[src/rtl/hamming_pkg.sv]
// Shared widths, codeword bit positions and Hamming(7,4) helper functions.
// Defining HAMMING_SECDED_EN widens the codeword by one overall-parity bit.
package hamming_pkg;

  localparam int DATA_W = 4;
  localparam int SYN_W  = 3;
  localparam int HAM_W  = 7;
`ifdef HAMMING_SECDED_EN
  localparam int CODE_W = 8;
`else
  localparam int CODE_W = 7;
`endif

  // Hamming positions (1-based) that carry d0..d3
  localparam int D0_POS = 3;
  localparam int D1_POS = 5;
  localparam int D2_POS = 6;
  localparam int D3_POS = 7;

  function automatic logic [SYN_W-1:0] calc_syndrome(input logic [HAM_W-1:0] code);
    logic [SYN_W-1:0] syn;
    syn = '0;
    for (int k = 1; k <= HAM_W; k++) begin
      for (int j = 0; j < SYN_W; j++) begin
        if (((k >> j) & 1) != 0) syn[j] = syn[j] ^ code[k-1];
      end
    end
    return syn;
  endfunction

  // One-hot mask selecting the Hamming position named by the syndrome; zero for syndrome 0.
  function automatic logic [HAM_W-1:0] flip_mask(input logic [SYN_W-1:0] syn);
    logic [HAM_W-1:0] mask;
    mask = '0;
    for (int k = 1; k <= HAM_W; k++) begin
      if (int'(syn) == k) mask[k-1] = 1'b1;
    end
    return mask;
  endfunction

  function automatic logic [DATA_W-1:0] extract_data(input logic [HAM_W-1:0] code);
    return {code[D3_POS-1], code[D2_POS-1], code[D1_POS-1], code[D0_POS-1]};
  endfunction

endpackage

[src/rtl/module_hamming_syndrome.sv]
// Combinational syndrome generator; with HAMMING_SECDED_EN also produces the
// overall even-parity check across all eight codeword bits.
module module_hamming_syndrome
  import hamming_pkg::*;
(
  input  logic [CODE_W-1:0] code,
  output logic [SYN_W-1:0]  syndrome
`ifdef HAMMING_SECDED_EN
  ,
  output logic              parity
`endif
);

  assign syndrome = calc_syndrome(code[HAM_W-1:0]);

`ifdef HAMMING_SECDED_EN
  assign parity = ^code;
`endif

endmodule

[src/rtl/module_hamming_dec.sv]
// Two-stage valid/ready Hamming decoder (2-cycle latency, full-throughput backpressure)
// with sticky error flag and saturating error counter; HAMMING_SECDED_EN adds DED.
module module_hamming_dec
  import hamming_pkg::*;
#(
  parameter int ERR_CNT_W = 4
) (
  input  logic                 clk,
  input  logic                 rst_n,
  input  logic                 in_valid,
  output logic                 in_ready,
  input  logic [CODE_W-1:0]    in_code,
  output logic                 out_valid,
  input  logic                 out_ready,
  output logic [DATA_W-1:0]    out_data,
  output logic [SYN_W-1:0]     syndrome,
  output logic                 dbl_error,
  output logic                 bit_error,
  input  logic                 err_clear,
  output logic [ERR_CNT_W-1:0] err_count
);

  logic [SYN_W-1:0]  in_syn;
  logic              s1_vld;
  logic [HAM_W-1:0]  s1_code;
  logic [SYN_W-1:0]  s1_syn;
  logic              s2_vld;
  logic [DATA_W-1:0] s2_data;
  logic [SYN_W-1:0]  s2_syn;
  logic              s2_free;
  logic              s1_move;
  logic              word_err;
  logic              word_dbl;
  logic              err_load;
  logic [HAM_W-1:0]  fix;
  logic [DATA_W-1:0] corr_data;

`ifdef HAMMING_SECDED_EN
  logic in_par;
  logic s1_par;
  logic s2_dbl;

  module_hamming_syndrome u_syndrome (
    .code     (in_code),
    .syndrome (in_syn),
    .parity   (in_par)
  );
`else
  module_hamming_syndrome u_syndrome (
    .code     (in_code),
    .syndrome (in_syn)
  );
`endif

  assign s2_free  = !s2_vld || out_ready;
  assign s1_move  = s1_vld && s2_free;
  assign in_ready = !s1_vld || s1_move;

  // Only a confirmed single error (odd overall parity under SECDED) is corrected.
  always_comb begin
    fix      = '0;
    word_err = 1'b0;
    word_dbl = 1'b0;
`ifdef HAMMING_SECDED_EN
    if (s1_syn != '0 && s1_par) fix = flip_mask(s1_syn);
    word_dbl = (s1_syn != '0) && !s1_par;
    word_err = (s1_syn != '0) || s1_par;
`else
    fix      = flip_mask(s1_syn);
    word_err = (s1_syn != '0);
`endif
    corr_data = extract_data(s1_code ^ fix);
  end

  assign err_load = s1_move && word_err;

  always_ff @(posedge clk or negedge rst_n) begin
    if (!rst_n) begin
      s1_vld  <= 1'b0;
      s1_code <= '0;
      s1_syn  <= '0;
`ifdef HAMMING_SECDED_EN
      s1_par  <= 1'b0;
`endif
    end else if (in_ready) begin
      s1_vld <= in_valid;
      if (in_valid) begin
        s1_code <= in_code[HAM_W-1:0];
        s1_syn  <= in_syn;
`ifdef HAMMING_SECDED_EN
        s1_par  <= in_par;
`endif
      end
    end
  end

  always_ff @(posedge clk or negedge rst_n) begin
    if (!rst_n) begin
      s2_vld  <= 1'b0;
      s2_data <= '0;
      s2_syn  <= '0;
`ifdef HAMMING_SECDED_EN
      s2_dbl  <= 1'b0;
`endif
    end else if (s2_free) begin
      s2_vld <= s1_vld;
      if (s1_vld) begin
        s2_data <= corr_data;
        s2_syn  <= s1_syn;
`ifdef HAMMING_SECDED_EN
        s2_dbl  <= word_dbl;
`endif
      end
    end
  end

  // A clear coinciding with an erroneous load still records that new error.
  always_ff @(posedge clk or negedge rst_n) begin
    if (!rst_n) begin
      bit_error <= 1'b0;
      err_count <= '0;
    end else if (err_clear) begin
      bit_error <= err_load;
      err_count <= err_load ? ERR_CNT_W'(1) : '0;
    end else if (err_load) begin
      bit_error <= 1'b1;
      if (!(&err_count)) err_count <= err_count + ERR_CNT_W'(1);
    end
  end

  assign out_valid = s2_vld;
  assign out_data  = s2_data;
  assign syndrome  = s2_syn;
`ifdef HAMMING_SECDED_EN
  assign dbl_error = s2_dbl;
`else
  assign dbl_error = 1'b0;
  logic unused_dbl;
  assign unused_dbl = word_dbl;
`endif

endmodule
[config.mk]
export PLATFORM = sky130hd
export DESIGN_NAME = module_hamming_dec
export DESIGN_NICKNAME = d
export VERILOG_FILES = /design/src/rtl/hamming_pkg.sv /design/src/rtl/module_hamming_syndrome.sv /design/src/rtl/module_hamming_dec.sv
export SDC_FILE = /design/constraint.sdc
export NUM_CORES = 1
export LEC_CHECK = 0
export CORE_MARGIN = 4
export CORE_UTILIZATION = 45
export CTS_BUF_LIST = sky130_fd_sc_hd__clkbuf_16
export CTS_CLUSTER_DIAMETER = 60
export DETAILED_ROUTE_END_ITERATION = 10
export PLACE_DENSITY = 0.75
export SYNTH_ARGS = -nofsm -noshare
export SYNTH_HDL_FRONTEND = slang
export SYNTH_SLANG_ARGS = --single-unit
[constraint.sdc]
create_clock -name clk -period 1.7 [get_ports clk]
set_input_delay 0.34 -clock clk [delete_from_list [all_inputs] [get_ports clk]]
set_output_delay 0.34 -clock clk [all_outputs]
set_load 0.005 [all_outputs]
==> impl_metrics.csv <==
group,metric,value,unit
sta,slew_viol_final,0,
logic_synthesis,async_flop_share,100.0,%
clock_network,path_clk_slew,0.05,ns
logic_synthesis,ys_ff_latch,21,
floorplan,die_y,55.11,um
clock_network,root_buffer,"clkbuf_16",
grt,gr-total-overflow,0,
sta,max_clock_freq,642.0,MHz
grt,grt_max_degree,22,
sta,skew,0.001080,ns
final_layout,diodes,0,
logic_synthesis,yosysWarningCount,0,
placed_design,port_buffers,25,
pwr,p_total,1.589,mW
clock_network,cts_buffers,3,
job,cap_violations,0,
grt,grtUsageTotal,14.54,%
setup_path,path_delay_family,"buffers and inverters",
setup_path,cp.buffers_inverters,1,
final_layout,fin_nets,136,
logic_synthesis,synth_area,998.5,um2
logic_synthesis,synth_edf_count,0,
grt,grt_pass1_vias,761,
logic_synthesis,synthTopCellsByArea,"dfrtp_1, mux2_2, xnor2_1",
clock_network,clkSinkCount,21,
final_layout,multi_input_area,452.9,um2
logic_synthesis,synth.distinct_cells,25,
setup_path,critPathRequiredTime,1.36,ns
clock_network,cts_tree,"done",
min_path,hold_path_class,"in -> async",
final_layout,fin_cells,149,
floorplan,initial_core_util,48.90,%
routing,wire_per_inst,12.15,um
setup_path,cp_slowest_cell,"clkdlybuf4s50_1",
grt,grt_pass1_wl,3.084,mm
routing,drcViolationCount,0,
logic_synthesis,avgSynthCellArea,11.35,um2
routing,dr.pass1.iters,4,
sta,finalHoldViolations,0,
final_layout,fin_util,68.57,%
floorplan,num_io_pins,27,
setup_path,start_kind,"flop",
run_status,status,"completed",
pwr,p_per_area,1135,mW/mm2
grt,antenna_found_initial,0,
sta,period_share,91.62,%
routing,wl,1.811,mm
pwr,peakVddDrop,0.0005950,V
clock_network,htree_levels,1,
logic_synthesis,syn_nets,101,
setup_path,worstSetupPathType,"reg -> out",
routing,antenna_left,0,
placed_design,dp.final_hpwl,1.422,mm
final_layout,layout-drive-gt1-share,16.39,%
logic_synthesis,ys.flop_type,"dfrtp_1",
setup_path,path_cells,"clkdlybuf4s50_1",
setup_path,critPathMaxStageDelay,0.54,ns
routing,dr_total_vias,735,
floorplan,dieWidth,55.11,um
sta,final-setup-viol-count,0,
routing,drt_iter0_drc,3,
final_layout,syn2layout_area_growth,40.23,%
floorplan,die-area,0.003037,mm2
placed_design,gp_congestion,0.7082,
setup_path,critPathCaptureType,"output pin",
clock_network,post_cts_buffers,0,
logic_synthesis,syn_inst,88,
sta,period_minus_slack,1.558,ns
floorplan,core_area,0.002042,mm2
setup_path,cp_max_fo,5,
setup_path,crit_arrival,1.22,ns
pwr,p_leak,0.5964,nW
floorplan,rows,16,
placed_design,placed_cells,145,
clock_network,cts.path.max_buffers,2,
logic_synthesis,seq_area_frac_synth,52.63,%
clock_network,clock_latency,0.25,ns
final_layout,fillCellCount,175,
sta,rsz0062_at_grt,"false",
logic_synthesis,synth_area_leader_cell,"dfrtp_1",
logic_synthesis,yosysTopAreaCellShare,52.63,%
routing,avgViaCountPerCell,4.933,
logic_synthesis,ys_top_cells_by_count,"dfrtp_1, nand2_1, o21ai_0",
final_layout,register_area,525.5,um2
logic_synthesis,synth_most_common_cell,"dfrtp_1",
==> through the flow <==
step | setup TNS, ns | hold WS (ns) | area (um2) | worst slack (ns)
final | 0 | 0.4260 | 1400 | 0.1424
after global routing | 0 | 0.4492 | 1400 | 0.07368
after CTS | 0 | 0.4379 | 1400 | 0.1243
after detailed placement | -0.1283 | 0.4848 | 1323 | -0.07173
after global placement | -0.06867 | 0.4604 | 1323 | -0.06166
after floorplan | 0 | 0.04441 | 998.5 | 0.2575
==> area by class of cell <==
type,count,share of cell area [%]
sequential,21,37.53
multi-input combinational,63,32.35
timing repair buffer,32,21.54
clock buffer,3,5.362
tap,27,2.413
inverter,2,0.5362
clock inverter,1,0.2681
==> logic make-up after synthesis <==
group           Yosys count  synth area share (%)
xor+xnor                 12                 10.53
mux                       9                 9.900
other cells               1                0.3756
simple gates             28                 16.67
buf+inv                   4                 2.005
fa+ha+maj                 1                 1.253
flops                    21                 52.63
compound gates           12                 6.641
==> metal layers <==
layer	global-route usage [%]	vias to the layer above	wire length [um]
li1	-	371	-
met1	17.60	341	840
met2	24.21	19	854
met3	3.217	4	91
met4	7.287	0	24
met5	0	-	0
==> worst paths after layout <==
check                           cells past startpoint  slack (ns)      endpoint    startpoint
worst max-delay path                                1        0.14  err_count[0]  err_count[0]
worst min-delay path                                2        0.43  err_count[0]         rst_n
worst max register to register                      5        0.18  err_count[3]  err_count[0]
worst min register to register                      2        0.49   out_data[2]   out_data[2]
max in group asynchronous                           2        1.06    s1_code[2]         rst_n
min in group clk                                    2        0.49   out_data[2]   out_data[2]
==> registers in the layout, summed over array words and instances (netlist names) <==
signal	flops
s1_code	4
s1_syn	3
s1_vld	1
out_valid	1
err_count	4
syndrome	3
out_data	4
bit_error	1
==> cell usage in the layout (no fill, tap or decap) <==
cell type / n
nor3_1: 1
nand2b_1: 3
nand4_4: 1
mux2i_1: 2
dlygate4sd2_1: 1
ha_1: 1
nand3b_1: 3
a21oi_1: 1
clkbuf_16: 3
xnor2_1: 6
buf_4: 7
o21ai_0: 9
nand2_1: 10
a22oi_1: 1
nor2_1: 2
conb_1: 1
or3_4: 1
nand3_1: 4
mux2_2: 7
clkdlybuf4s50_1: 24
nand2_2: 1
a41oi_1: 1
xor2_1: 6
or3_1: 1
inv_1: 3
dfrtp_1: 21
nor4bb_1: 1
==> power breakdown <==
part / internal, mW / switching (mW) / total (mW)
registers: 0.601 / 0.0811 / 0.682
logic: 0.274 / 0.151 / 0.425
clock network: 0.313 / 0.168 / 0.481
total: 1.19 / 0.401 / 1.59
==> what timing repair did <==
item	CTS	global route
endpoints found under the setup margin	1	0
endpoints found under the hold margin	0	0
hold buffers	0	0
resized for setup	1	0
No activity file was read; power rests on OpenSTA's default activity.
